==> config.mk <==
export PLATFORM = sky130hd
export DESIGN_NAME = axis_pkt_fifo
export DESIGN_NICKNAME = d
export VERILOG_FILES = /design/src/rtl/axis_pkt_fifo_pkg.sv /design/src/rtl/axis_fifo_mem.sv /design/src/rtl/axis_pkt_fifo.sv
export SDC_FILE = /design/constraint.sdc
export NUM_CORES = 1
export LEC_CHECK = 0
export CAP_MARGIN = 20
export CORE_MARGIN = 2
export CORE_UTILIZATION = 45
export CTS_BUF_LIST = sky130_fd_sc_hd__clkbuf_4 sky130_fd_sc_hd__clkbuf_8 sky130_fd_sc_hd__clkbuf_16
export CTS_CLUSTER_SIZE = 12
export DETAILED_ROUTE_END_ITERATION = 8
export PLACE_DENSITY = 0.67
export SETUP_SLACK_MARGIN = 0.2
export SYNTH_ARGS = -nofsm -noshare
export SYNTH_HDL_FRONTEND = slang
export SYNTH_SLANG_ARGS = --single-unit
export TNS_END_PERCENT = 10
==> constraint.sdc <==
create_clock -name clk -period 2.75 [get_ports clk]
set_clock_uncertainty 0.1 [all_clocks]
set_input_delay 0.275 -clock clk [delete_from_list [all_inputs] [get_ports clk]]
set_output_delay 0.275 -clock clk [all_outputs]
set_load 0.01 [all_outputs]
==> src/rtl/axis_pkt_fifo_pkg.sv <==
// Shared types and constants for the AXI4-Stream packet FIFO.
package axis_pkt_fifo_pkg;

  localparam int DATA_W_DEF = 8;
  localparam int DEPTH_DEF  = 8;

  // One stored beat: tlast kept alongside tdata.
  typedef struct packed {
    logic                  last;
    logic [DATA_W_DEF-1:0] data;
  } axis_beat_t;

  // Pointer width: index bits plus one wrap bit.
  function automatic int ptr_w(input int depth);
    return $clog2(depth) + 1;
  endfunction

  localparam int PTR_W_DEF = $clog2(DEPTH_DEF) + 1;

endpackage

==> src/rtl/axis_fifo_mem.sv <==
// Register-array storage for the packet FIFO: one synchronous write port,
// one asynchronous read port, no reset on the contents.
module axis_fifo_mem
  import axis_pkt_fifo_pkg::*;
#(
  parameter int W     = DATA_W_DEF + 1,
  parameter int DEPTH = DEPTH_DEF,
  parameter int AW    = $clog2(DEPTH)
) (
  input  logic          clk,
  input  logic          we,
  input  logic [AW-1:0] waddr,
  input  logic [W-1:0]  wdata,
  input  logic [AW-1:0] raddr,
  output logic [W-1:0]  rdata
);

  logic [W-1:0] mem_q [DEPTH];

  // Store the incoming beat when the write port is enabled.
  always_ff @(posedge clk) begin
    if (we) begin
      mem_q[waddr] <= wdata;
    end
  end

  assign rdata = mem_q[raddr];

endmodule

==> src/rtl/axis_pkt_fifo.sv <==
// AXI4-Stream packet FIFO with occupancy and complete-packet counters.
// Compile-time option AXIS_PKT_FIFO_STORE_FWD_EN selects store-and-forward:
// the head is only presented once a whole packet (a tlast beat) is stored,
// or in cut-through when the FIFO fills without one (oversize goes sticky).
//
// Handshake: a beat transfers on a rising clk edge where tvalid && tready.
// s_axis_tready depends only on FIFO state, never on s_axis_tvalid;
// m_axis_tvalid depends only on FIFO state, never on m_axis_tready, and the
// head beat stays stable while m_axis_tvalid=1 and m_axis_tready=0.
module axis_pkt_fifo
  import axis_pkt_fifo_pkg::*;
#(
  parameter int DATA_W = DATA_W_DEF,
  parameter int DEPTH  = DEPTH_DEF
) (
  input  logic                       clk,
  input  logic                       areset,
  input  logic [DATA_W-1:0]          s_axis_tdata,
  input  logic                       s_axis_tvalid,
  input  logic                       s_axis_tlast,
  output logic                       s_axis_tready,
  output logic [DATA_W-1:0]          m_axis_tdata,
  output logic                       m_axis_tvalid,
  output logic                       m_axis_tlast,
  input  logic                       m_axis_tready,
  output logic [$clog2(DEPTH):0]     count,
  output logic [$clog2(DEPTH):0]     pkt_count,
  output logic                       oversize
);

  localparam int AW = $clog2(DEPTH);
  localparam int PW = ptr_w(DEPTH);

  logic [PW-1:0] wr_ptr_q, wr_ptr_d;
  logic [PW-1:0] rd_ptr_q, rd_ptr_d;
  logic [PW-1:0] count_q, count_d;
  logic [PW-1:0] pkt_count_q, pkt_count_d;
  logic          running_q, running_d;

  logic          empty;
  logic          full;
  logic          pkt_ready;
  logic          wr_en;
  logic          rd_en;
  logic          wr_last;
  logic          rd_last;
  logic [DATA_W:0] rd_beat;

  assign empty = (wr_ptr_q == rd_ptr_q);
  assign full  = (wr_ptr_q[AW-1:0] == rd_ptr_q[AW-1:0]) &&
                 (wr_ptr_q[AW] != rd_ptr_q[AW]);

  // running_q holds tready low until the first edge after reset release.
  assign s_axis_tready = running_q && !full;
  assign wr_en         = s_axis_tvalid && s_axis_tready;
  assign wr_last       = wr_en && s_axis_tlast;

  axis_fifo_mem #(
    .W     (DATA_W + 1),
    .DEPTH (DEPTH),
    .AW    (AW)
  ) u_mem (
    .clk   (clk),
    .we    (wr_en),
    .waddr (wr_ptr_q[AW-1:0]),
    .wdata ({s_axis_tlast, s_axis_tdata}),
    .raddr (rd_ptr_q[AW-1:0]),
    .rdata (rd_beat)
  );

`ifdef AXIS_PKT_FIFO_STORE_FWD_EN
  logic oversize_q, oversize_d;

  // Release when a whole packet is stored, or when full to avoid deadlock.
  assign pkt_ready = (pkt_count_q != '0) || full;

  // Oversize latches the first time the FIFO fills with no complete packet.
  always_comb begin
    oversize_d = oversize_q;
    if (full && (pkt_count_q == '0)) begin
      oversize_d = 1'b1;
    end
  end

  // Sticky oversize flag, cleared only by reset.
  always_ff @(posedge clk or negedge areset) begin
    if (!areset) begin
      oversize_q <= 1'b0;
    end else begin
      oversize_q <= oversize_d;
    end
  end

  assign oversize = oversize_q;
`else
  assign pkt_ready = 1'b1;
  assign oversize  = 1'b0;
`endif

  assign m_axis_tvalid = !empty && pkt_ready;
  assign rd_en         = m_axis_tvalid && m_axis_tready;
  assign rd_last       = rd_en && rd_beat[DATA_W];

  // Head beat straight from storage; forced to zero until out of reset.
  assign m_axis_tdata = running_q ? rd_beat[DATA_W-1:0] : '0;
  assign m_axis_tlast = running_q ? rd_beat[DATA_W]     : 1'b0;

  assign count     = count_q;
  assign pkt_count = pkt_count_q;

  // Next-state for pointers and counters from the two handshakes.
  always_comb begin
    wr_ptr_d    = wr_ptr_q;
    rd_ptr_d    = rd_ptr_q;
    count_d     = count_q;
    pkt_count_d = pkt_count_q;
    running_d   = 1'b1;

    if (wr_en) begin
      wr_ptr_d = wr_ptr_q + PW'(1);
    end
    if (rd_en) begin
      rd_ptr_d = rd_ptr_q + PW'(1);
    end

    unique case ({wr_en, rd_en})
      2'b10:   count_d = count_q + PW'(1);
      2'b01:   count_d = count_q - PW'(1);
      default: count_d = count_q;
    endcase

    unique case ({wr_last, rd_last})
      2'b10:   pkt_count_d = pkt_count_q + PW'(1);
      2'b01:   pkt_count_d = pkt_count_q - PW'(1);
      default: pkt_count_d = pkt_count_q;
    endcase
  end

  // State registers; reset discards every stored beat at once.
  always_ff @(posedge clk or negedge areset) begin
    if (!areset) begin
      wr_ptr_q    <= '0;
      rd_ptr_q    <= '0;
      count_q     <= '0;
      pkt_count_q <= '0;
      running_q   <= 1'b0;
    end else begin
      wr_ptr_q    <= wr_ptr_d;
      rd_ptr_q    <= rd_ptr_d;
      count_q     <= count_d;
      pkt_count_q <= pkt_count_d;
      running_q   <= running_d;
    end
  end

endmodule
==> impl_metrics.csv, run 1 <==
group,metric,value,unit
detailed_routing,met1Wirelength,3.41,mm
global_routing,antenna_found_initial,0,
detailed_routing,vias_per_cell,5.35,
placed_design,dpl.hpwl,4.61,mm
detailed_routing,wl_per_cell,18.6,um
sta,setup-violations-final,0,
detailed_routing,wl,7.33,mm
cts,cts_hold_buf,0,
synth,syn_nets,244,
synth,synth_area,0.00385,sq mm
floorplan,ios,33,
pwr,power_density,1060,mW/mm^2
layout,drive_gt1_frac,0.285,
sta,period_needed,2.69,ns
placed_design,place.gp.congestion,0.816,
pwr,total_power,5.14,mW
pwr,leakagePower,1.83,nW
floorplan,rows,33,
synth,synth_flop_cell,"edfxtp_1",
floorplan,fp.dieH,96.5,um
synth,synth_xor_area_frac,0.0380,
floorplan,core,0.00826,sq mm
placed_design,place_area,0.00449,sq mm
detailed_routing,top_layer_used,"met4",
layout,syn2layout_area_growth,25.9,%
synth,synth-adder-area-share,0.0312,
layout,nets,305,
sta,whs,0.286,ns
sta,setup_tns,0,ns
layout,fillers,634,
critical_path,critical_path_class,"flop to flop",
synth,ys_ff_latch,89,
layout,final_area,0.00485,sq mm
detailed_routing,route.met2.wl,3.52,mm
sta,drv_slew,0,
synth,synth_compound_area_frac,0.0374,
cts,insertion_delay,0.35,ns
layout,antennaDiodeCount,0,
sta,tightest_slew,0.807,ns
synth,yosys_warnings,0,
floorplan,die_w,96.5,um
detailed_routing,final_antenna_net_count,0,
cts,clk_pin_slew,0.09,ns
detailed_routing,route.met3.wl,262,um
flow_run,maxCapViolCount,0,
critical_path,endpoint_kind,"flop",
detailed_routing,drc,0,
floorplan,die_area,0.00931,sq mm
sta,fmax,372,MHz
sta,hold_violations,0,
global_routing,grt_start_max_net_pins,18,
cts,htree_levels,3,
cts,cts_max_path_buffers,2,
placed_design,port_buffers,31,
detailed_routing,drt_iter0_markers,104,
critical_path,startpoint,"rd_ptr_q[0]",
global_routing,grt_pass1_wl,11.0,mm
min_path,min_path_type,"primary input to async pin",
synth,synth_seq_area_share,0.672,
synth,synth_mux_area_frac,0.140,
status,outcome,"finished, final reports clean",
layout,most-common-layout-cells,"edfxtp_1 (72), buf_4 (25), clkdlybuf4s50_1 (22), mux4_2 (18), dfrtp_1 (15)",
synth,synthCells,222,
floorplan,start_util,0.466,
synth,synth_top_family_by_area,"multiplexers",
critical_path,required,2.89,ns
synth,synth_enable_flop_cells,72,
detailed_routing,num_vias,2101,
sta,fin_crit_sh,0.978,
critical_path,cp.arrival,2.83,ns
detailed_routing,first_pass_iters,4,
critical_path,r2r-start,"rd_ptr_q[0]",
sta,maxSlewHeadroom,0.460,
layout,final_common_cell,"edfxtp_1",
global_routing,track_usage,0.168,
global_routing,grt_pass1_vias,2026,
global_routing,grt_overflow,0,
synth,syn-mean-instance-area,17.3,sq um
synth,synthSimpleGateAreaFrac,0.0604,
cts,cts.sinks,89,
critical_path,cp_max_fo,7,
sta,rsz0062_at_grt,"true",
pwr,peakVddDrop,0.411,mV
cts,root_buffer,"clkbuf_8",
cts,cts_buffers,9,
critical_path,cp-start-kind,"flop",
synth,synth_cell_types,44,
cts,cts_tree,"built",
synth,async_flop_share,0.191,
[where the power goes]
part	switching, mW	internal (mW)
combinational	1.06	1.27
clock	0.487	0.439
sequential	0.210	1.68
total	1.76	3.38
[cell families after synthesis]
group / after synthesis
DFF: 89
AOI/OAI and AO/OA: 17
buffers and inverters: 16
muxes: 31
xor gates and xnor gates: 15
adders and majority gates: 9
and+or+nand+nor: 43
other: 2
[metrics by stage]
stage                     setup WS [ns]  utilization  instances
after floorplan                   0.119            -        222
after global placement            0.143        0.544        373
after detailed placement         0.0362        0.544        373
after CTS                        0.0176        0.571        389
after global routing            -0.0357        0.587        393
final                            0.0604        0.587        393
[cell usage after synthesis (2+ instances only)]
cell type / number / area share
nor2_1: 7 / 0.0068
xnor2_1: 7 / 0.016
mux2_2: 2 / 0.0058
dfrtp_1: 17 / 0.11
conb_1: 2 / 0.0020
a211o_1: 2 / 0.0046
inv_1: 8 / 0.0078
ha_1: 8 / 0.026
nor3_1: 6 / 0.0078
nand2_1: 7 / 0.0068
mux4_2: 18 / 0.11
edfxtp_1: 72 / 0.56
nand2b_1: 2 / 0.0032
clkbuf_1: 3 / 0.0029
mux2i_1: 10 / 0.026
xor2_1: 6 / 0.014
or3_1: 2 / 0.0032
a21oi_1: 4 / 0.0052
nor2b_1: 12 / 0.019
buf_4: 3 / 0.0058
[worst max-delay path, cell delays in order, from the launching register on]
cell	delay (ns)
dfrtp_2	0.53
xnor2_4	0.27
nand3_4	0.12
o21ai_4	0.16
inv_2	0.06
ha_4	0.18
ha_4	0.20
a21o_1	0.20
a2111oi_4	0.29
a41oi_1	0.08
a311o_1	0.38
[repair_timing]
item,4_1_cts,5_1_grt
pin swaps,0,8
endpoints found under the setup margin,11,13
setup buffers,0,3
gates cloned,0,1
gates resized for setup,3,22
[sequential cells by signal, summed over array words and instances (netlist names)]
| signal | count |
|---|---|
| count | 4 |
| pkt_count | 4 |
| rd_ptr_q | 4 |
| running_q | 1 |
| u_mem.mem_q | 72 |
| wr_ptr_q | 4 |
[per-layer routing]
metal / track usage / vias to the layer above
met5: 0 / -
met4: 0.0692 / 0
met3: 0.0303 / 13
met2: 0.241 / 45
met1: 0.255 / 1067
li1: - / 976
[area by class of cell]
| type | count | area [sq um] | area share |
|---|---|---|---|
| repair buffers | 58 | 566 | 0.117 |
| multi-input cells | 117 | 1320 | 0.273 |
| flip-flops and latches | 89 | 2590 | 0.534 |
| inverters | 8 | 30.0 | 0.00620 |
| well taps | 105 | 131 | 0.0271 |
| clock buffers | 9 | 124 | 0.0256 |
| clock inverters | 7 | 83.8 | 0.0173 |
[path summary, 6_finish.rpt]
path	endpoint	cells past startpoint	slack [ns]
worst min register to register	pkt_count[3]	1	0.38
worst max-delay path	count[3]	10	0.06
worst min-delay path	pkt_count[2]	1	0.29
worst max register to register	count[3]	10	0.06
min in group clk	pkt_count[3]	1	0.38
max in group asynchronous	wr_ptr_q[2]	1	1.71
No activity file was read; power rests on OpenSTA's default activity.
==> inputs of run 2 (changes only) <==
CORE_ASPECT_RATIO = 1.4   (was default)
==> impl_metrics.csv, run 2 (synthesized netlist as in run 1, its figures left out) <==
group,metric,value,unit
global_routing,track_usage,0.175,
sta,period_needed,2.66,ns
floorplan,start_util,0.467,
detailed_routing,wl_per_cell,19.1,um
floorplan,ios,33,
sta,maxSlewHeadroom,0.458,
placed_design,dpl_worst_slack,0.0551,ns
critical_path,critical_path_class,"flop to flop",
sta,rsz0062_at_grt,"true",
cts,cts_tree,"built",
sta,drv_slew,0,
layout,largest_reg_flops,72,
layout,register_area,0.00259,sq mm
layout,antennaDiodeCount,0,
layout,syn2layout_area_growth,29.9,%
layout,top_register,"u_mem.mem_q",
pwr,leakagePower,1.91,nW
layout,nets,309,
layout,fillers,611,
detailed_routing,wl,7.52,mm
detailed_routing,drt_iter0_markers,138,
placed_design,port_buffers,31,
critical_path,cp_num_buf_inv,2,
flow_run,maxCapViolCount,0,
layout,drive_gt1_frac,0.301,
status,outcome,"finished, final reports clean",
pwr,power_density,1100,mW/mm^2
placed_design,place.gp.congestion,0.787,
layout,final_common_cell,"edfxtp_1",
critical_path,cp_cell_sequence,"xnor2_4 > buf_4 > a41oi_4 > inv_2 > ha_4 > ha_4 > a21o_1 > a2111oi_4 > a41oi_2 > a311o_1",
detailed_routing,first_pass_iters,4,
critical_path,endpoint_kind,"flop",
layout,multi_input_area,0.00134,sq mm
critical_path,slowest_delay,0.52,ns
critical_path,cp_top_family,"compound AO/OA/AOI/OAI gates",
sta,setup-violations-final,0,
pwr,peakVddDrop,0.644,mV
floorplan,fp.dieH,113,um
floorplan,rows,39,
layout,most-common-layout-cells,"edfxtp_1 (72), buf_4 (27), clkdlybuf4s50_1 (21), mux4_2 (18), dfrtp_1 (16)",
global_routing,grt_pass1_vias,2142,
cts,cts_max_path_buffers,2,
critical_path,cp_max_fo,7,
cts,clk_pin_slew,0.06,ns
floorplan,die_area,0.00932,sq mm
floorplan,die_w,82.2,um
global_routing,grt_pass1_wl,11.6,mm
cts,insertion_delay,0.33,ns
placed_design,dpl.hpwl,4.82,mm
sta,tightest_slew,0.811,ns
detailed_routing,num_vias,2088,
cts,root_buffer,"clkbuf_16",
sta,setup_tns,0,ns
global_routing,grt_start_max_net_pins,18,
sta,fin_crit_sh,0.969,
floorplan,core,0.00825,sq mm
critical_path,cp_slowest_cell,"dfrtp_2",
sta,fin_ws,0.0861,ns
global_routing,grt_overflow,0,
cts,htree_levels,3,
cts,cts_buffers,9,
critical_path,cp.arrival,2.78,ns
global_routing,antenna_found_initial,0,
cts,cts.sinks,89,
detailed_routing,vias_per_cell,5.30,
sta,hold_violations,0,
sta,fmax,375,MHz
critical_path,cp-start-kind,"flop",
critical_path,crit_top_cell,"ha_4",
min_path,min_path_type,"primary input to async pin",
cts,cts_hold_buf,0,
detailed_routing,final_antenna_net_count,0,
detailed_routing,drc,0,
critical_path,required,2.86,ns
run 2: cell types whose count changed in the layout (fill, tap and decap cells not counted), moves of 2 or more:
| cell | before | now |
|---|---|---|
| clkbuf_8 | 9 | 1 |
| clkbuf_4 | 0 | 2 |
| clkbuf_16 | 1 | 10 |
| buf_6 | 0 | 2 |
| buf_4 | 25 | 27 |
| inv_8 | 3 | 0 |
run 2: area by class of cell:
type,count,area share
repair buffers,62,0.121
multi-input cells,117,0.269
inverters,8,0.00601
flip-flops and latches,89,0.518
clock buffers,12,0.0508
well taps,102,0.0255
clock inverters,4,0.0103
run 2: through the flow:
| stage | hold WS (ns) | cells | utilization | area [sq um] | power (mW) |
|---|---|---|---|---|---|
| 2_1_floorplan | -0.121 | 222 | - | 3940 | 3.30 |
| 4_1_cts | 0.322 | 390 | 0.587 | 4840 | 5.30 |
| 3_5_place_dp | 0.369 | 372 | 0.546 | 4500 | 4.00 |
| 5_1_grt | 0.367 | 394 | 0.606 | 5000 | 5.82 |
| 6_report | 0.313 | 394 | 0.606 | 5000 | 5.50 |
| 3_3_place_gp | 0.359 | 372 | 0.546 | 4500 | 3.97 |
run 2: timing repair:
item / in CTS / in global routing
endpoints found under the setup margin: 10 / 13
pin swaps: 1 / 9
buffers inserted: 2 / 3
hold endpoints to repair: 0 / 0
gates cloned: 0 / 1
gates resized for setup: 3 / 25
run 2: power by group:
| part | internal (mW) | total [mW] | switching (mW) |
|---|---|---|---|
| clock network | 0.750 | 1.22 | 0.473 |
| registers | 1.68 | 1.90 | 0.221 |
| logic | 1.31 | 2.37 | 1.06 |
| total | 3.74 | 5.50 | 1.75 |
run 2: metal layers:
| metal | GRT usage | part of all wire | up-vias |
|---|---|---|---|
| li1 | - | - | 985 |
| met1 | 0.230 | 0.40 | 1061 |
| met2 | 0.280 | 0.56 | 33 |
| met3 | 0.0483 | 0.029 | 9 |
| met4 | 0.0567 | 0.014 | 0 |
| met5 | 0 | 0 | - |
run 2: final timing paths:
| kind | cells past startpoint | slack [ns] | startpoint | end |
|---|---|---|---|---|
| worst max-delay path | 10 | 0.09 | rd_ptr_q[0] | count[3] |
| worst min-delay path | 1 | 0.31 | areset | pkt_count[1] |
| worst max register to register | 10 | 0.09 | rd_ptr_q[0] | count[3] |
| worst min register to register | 1 | 0.38 | pkt_count[3] | pkt_count[3] |
| max in group asynchronous | 1 | 1.68 | areset | rd_ptr_q[0] |
| min in group clk | 1 | 0.38 | pkt_count[3] | pkt_count[3] |
==> inputs of run 3 (changes only) <==
PLACE_DENSITY = default   (was 0.67)
clock period = 2.9 ns   (was 2.75 ns; I/O delays follow)
==> impl_metrics.csv, run 3 (synthesized netlist as in run 1, its figures left out) <==
group,metric,value,unit
critical_path,endpoint_kind,"flop",
placed_design,dpl.hpwl,4.56,mm
global_routing,top_usage_layer,"met2",
layout,drive_gt1_frac,0.265,
cts,cts_tree,"built",
cts,cts_buffers,9,
global_routing,antenna_found_initial,0,
critical_path,cp-start-kind,"flop",
cts,root_buffer,"clkbuf_16",
layout,antennaDiodeCount,0,
placed_design,place.gp.congestion,0.754,
detailed_routing,first_pass_iters,4,
floorplan,start_util,0.467,
cts,cts_max_path_buffers,2,
detailed_routing,vias_per_cell,5.28,
global_routing,globalRouteMet2Util,0.286,
global_routing,track_usage,0.172,
critical_path,cp.arrival,2.76,ns
critical_path,critical_path_class,"flop to flop",
pwr,peakVddDrop,0.685,mV
flow_run,maxCapViolCount,0,
sta,period_needed,2.64,ns
critical_path,cp_num_buf_inv,0,
sta,drv_slew,0,
critical_path,cp_cell_sequence,"mux4_2 > mux2i_2 > nor2_2 > ha_2 > xor2_1 > ha_1 > a21oi_2 > xor2_1 > nor2_1 > xor2_1",
status,outcome,"finished, final reports clean",
global_routing,grtUsageMet3,0.0562,
sta,maxSlewHeadroom,0.443,
layout,largest_reg_flops,72,
layout,final_area,0.00483,sq mm
cts,clk_pin_slew,0.06,ns
critical_path,crit_top_cell,"xor2_1",
pwr,power_density,1030,mW/mm^2
global_routing,grt_pass1_wl,11.3,mm
min_path,min_path_type,"primary input to async pin",
critical_path,cp_top_family,"multiplexers",
sta,fmax,379,MHz
critical_path,cp_slowest_cell,"mux4_2",
detailed_routing,drt_iter0_markers,119,
pwr,leakagePower,1.75,nW
floorplan,die_w,82.2,um
layout,most-common-layout-cells,"edfxtp_1 (72), clkdlybuf4s50_1 (30), buf_4 (23), mux4_2 (18), dfrtp_1 (16)",
placed_design,port_buffers,31,
sta,setup_tns,0,ns
floorplan,ios,33,
global_routing,grt_start_max_net_pins,22,
detailed_routing,num_vias,2053,
cts,cts_hold_buf,0,
detailed_routing,drc,0,
global_routing,grt_overflow,0,
detailed_routing,wl_per_cell,18.3,um
layout,final_common_cell,"edfxtp_1",
global_routing,grt_pass1_vias,2144,
critical_path,slowest_delay,0.55,ns
sta,whs,0.333,ns
floorplan,fp.dieH,113,um
floorplan,core,0.00825,sq mm
sta,hold_violations,0,
cts,insertion_delay,0.34,ns
layout,nets,304,
cts,htree_levels,3,
placed_design,place_area,0.00443,sq mm
layout,utilization,0.586,
pwr,total_power,4.97,mW
detailed_routing,final_antenna_net_count,0,
sta,fin_crit_sh,0.911,
global_routing,use_met1,0.209,
sta,rsz0062_at_grt,"true",
floorplan,rows,39,
critical_path,cp_max_fo,6,
layout,syn2layout_area_growth,25.5,%
sta,setup-violations-final,0,
floorplan,die_area,0.00932,sq mm
detailed_routing,wl,7.13,mm
critical_path,required,3.02,ns
layout,top_register,"u_mem.mem_q",
cts,cts.sinks,89,
sta,tightest_slew,0.833,ns
-- run 3: area by class of cell --
class / instances / area [sq um]
fillers: 637 / 3410
flip-flops and latches: 89 / 2590
multi-input cells: 117 / 1260
repair buffers: 57 / 532
clock buffers: 11 / 240
well taps: 102 / 128
clock inverters: 5 / 55.1
inverters: 8 / 30.0
-- run 3: repair_timing --
| action | CTS | global route |
|---|---|---|
| pin swaps | 5 | 3 |
| cloned | 0 | 0 |
| resized for setup | 3 | 12 |
| endpoints found under the setup margin | 11 | 10 |
| setup buffers | 3 | 3 |
-- run 3: power by group --
group	switching, mW	internal, mW	leakage [nW]	total [mW]
Combinational	0.927	1.12	0.758	2.05
Sequential	0.183	1.59	0.851	1.78
Clock	0.461	0.685	0.144	1.15
-- run 3: worst reg2reg max path: stages (launching register included) --
cell and delay [ns]:
dfrtp_2 0.52, mux4_2 0.55, mux2i_2 0.24, nor2_2 0.08, ha_2 0.21, xor2_1 0.17
ha_1 0.19, a21oi_2 0.11, xor2_1 0.16, nor2_1 0.06, xor2_1 0.14
-- run 3: worst paths after layout --
kind,from,to,slack [ns],cells past startpoint
setup / recovery,rd_ptr_q[0],pkt_count[2],0.26,10
max in group asynchronous,areset,rd_ptr_q[0],1.80,1
min in group clk,pkt_count[3],pkt_count[3],0.37,1
hold reg to reg,pkt_count[3],pkt_count[3],0.37,1
hold / removal,areset,pkt_count[1],0.33,1
setup reg to reg,rd_ptr_q[0],pkt_count[2],0.26,10
-- run 3: per-layer routing --
layer	wire (um)	vias to the layer above	part of all wire
li1	-	968	-
met1	3070	1040	0.43
met2	3690	37	0.52
met3	280	8	0.039
met4	90	0	0.013
met5	0	-	0
-- run 3: through the flow --
stage	std cells	worst slack (ns)
3_5_place_dp	367	0.0771
2_1_floorplan	222	0.177
5_1_grt	389	0.142
3_3_place_gp	367	0.150
4_1_cts	386	0.179
6_report	389	0.259
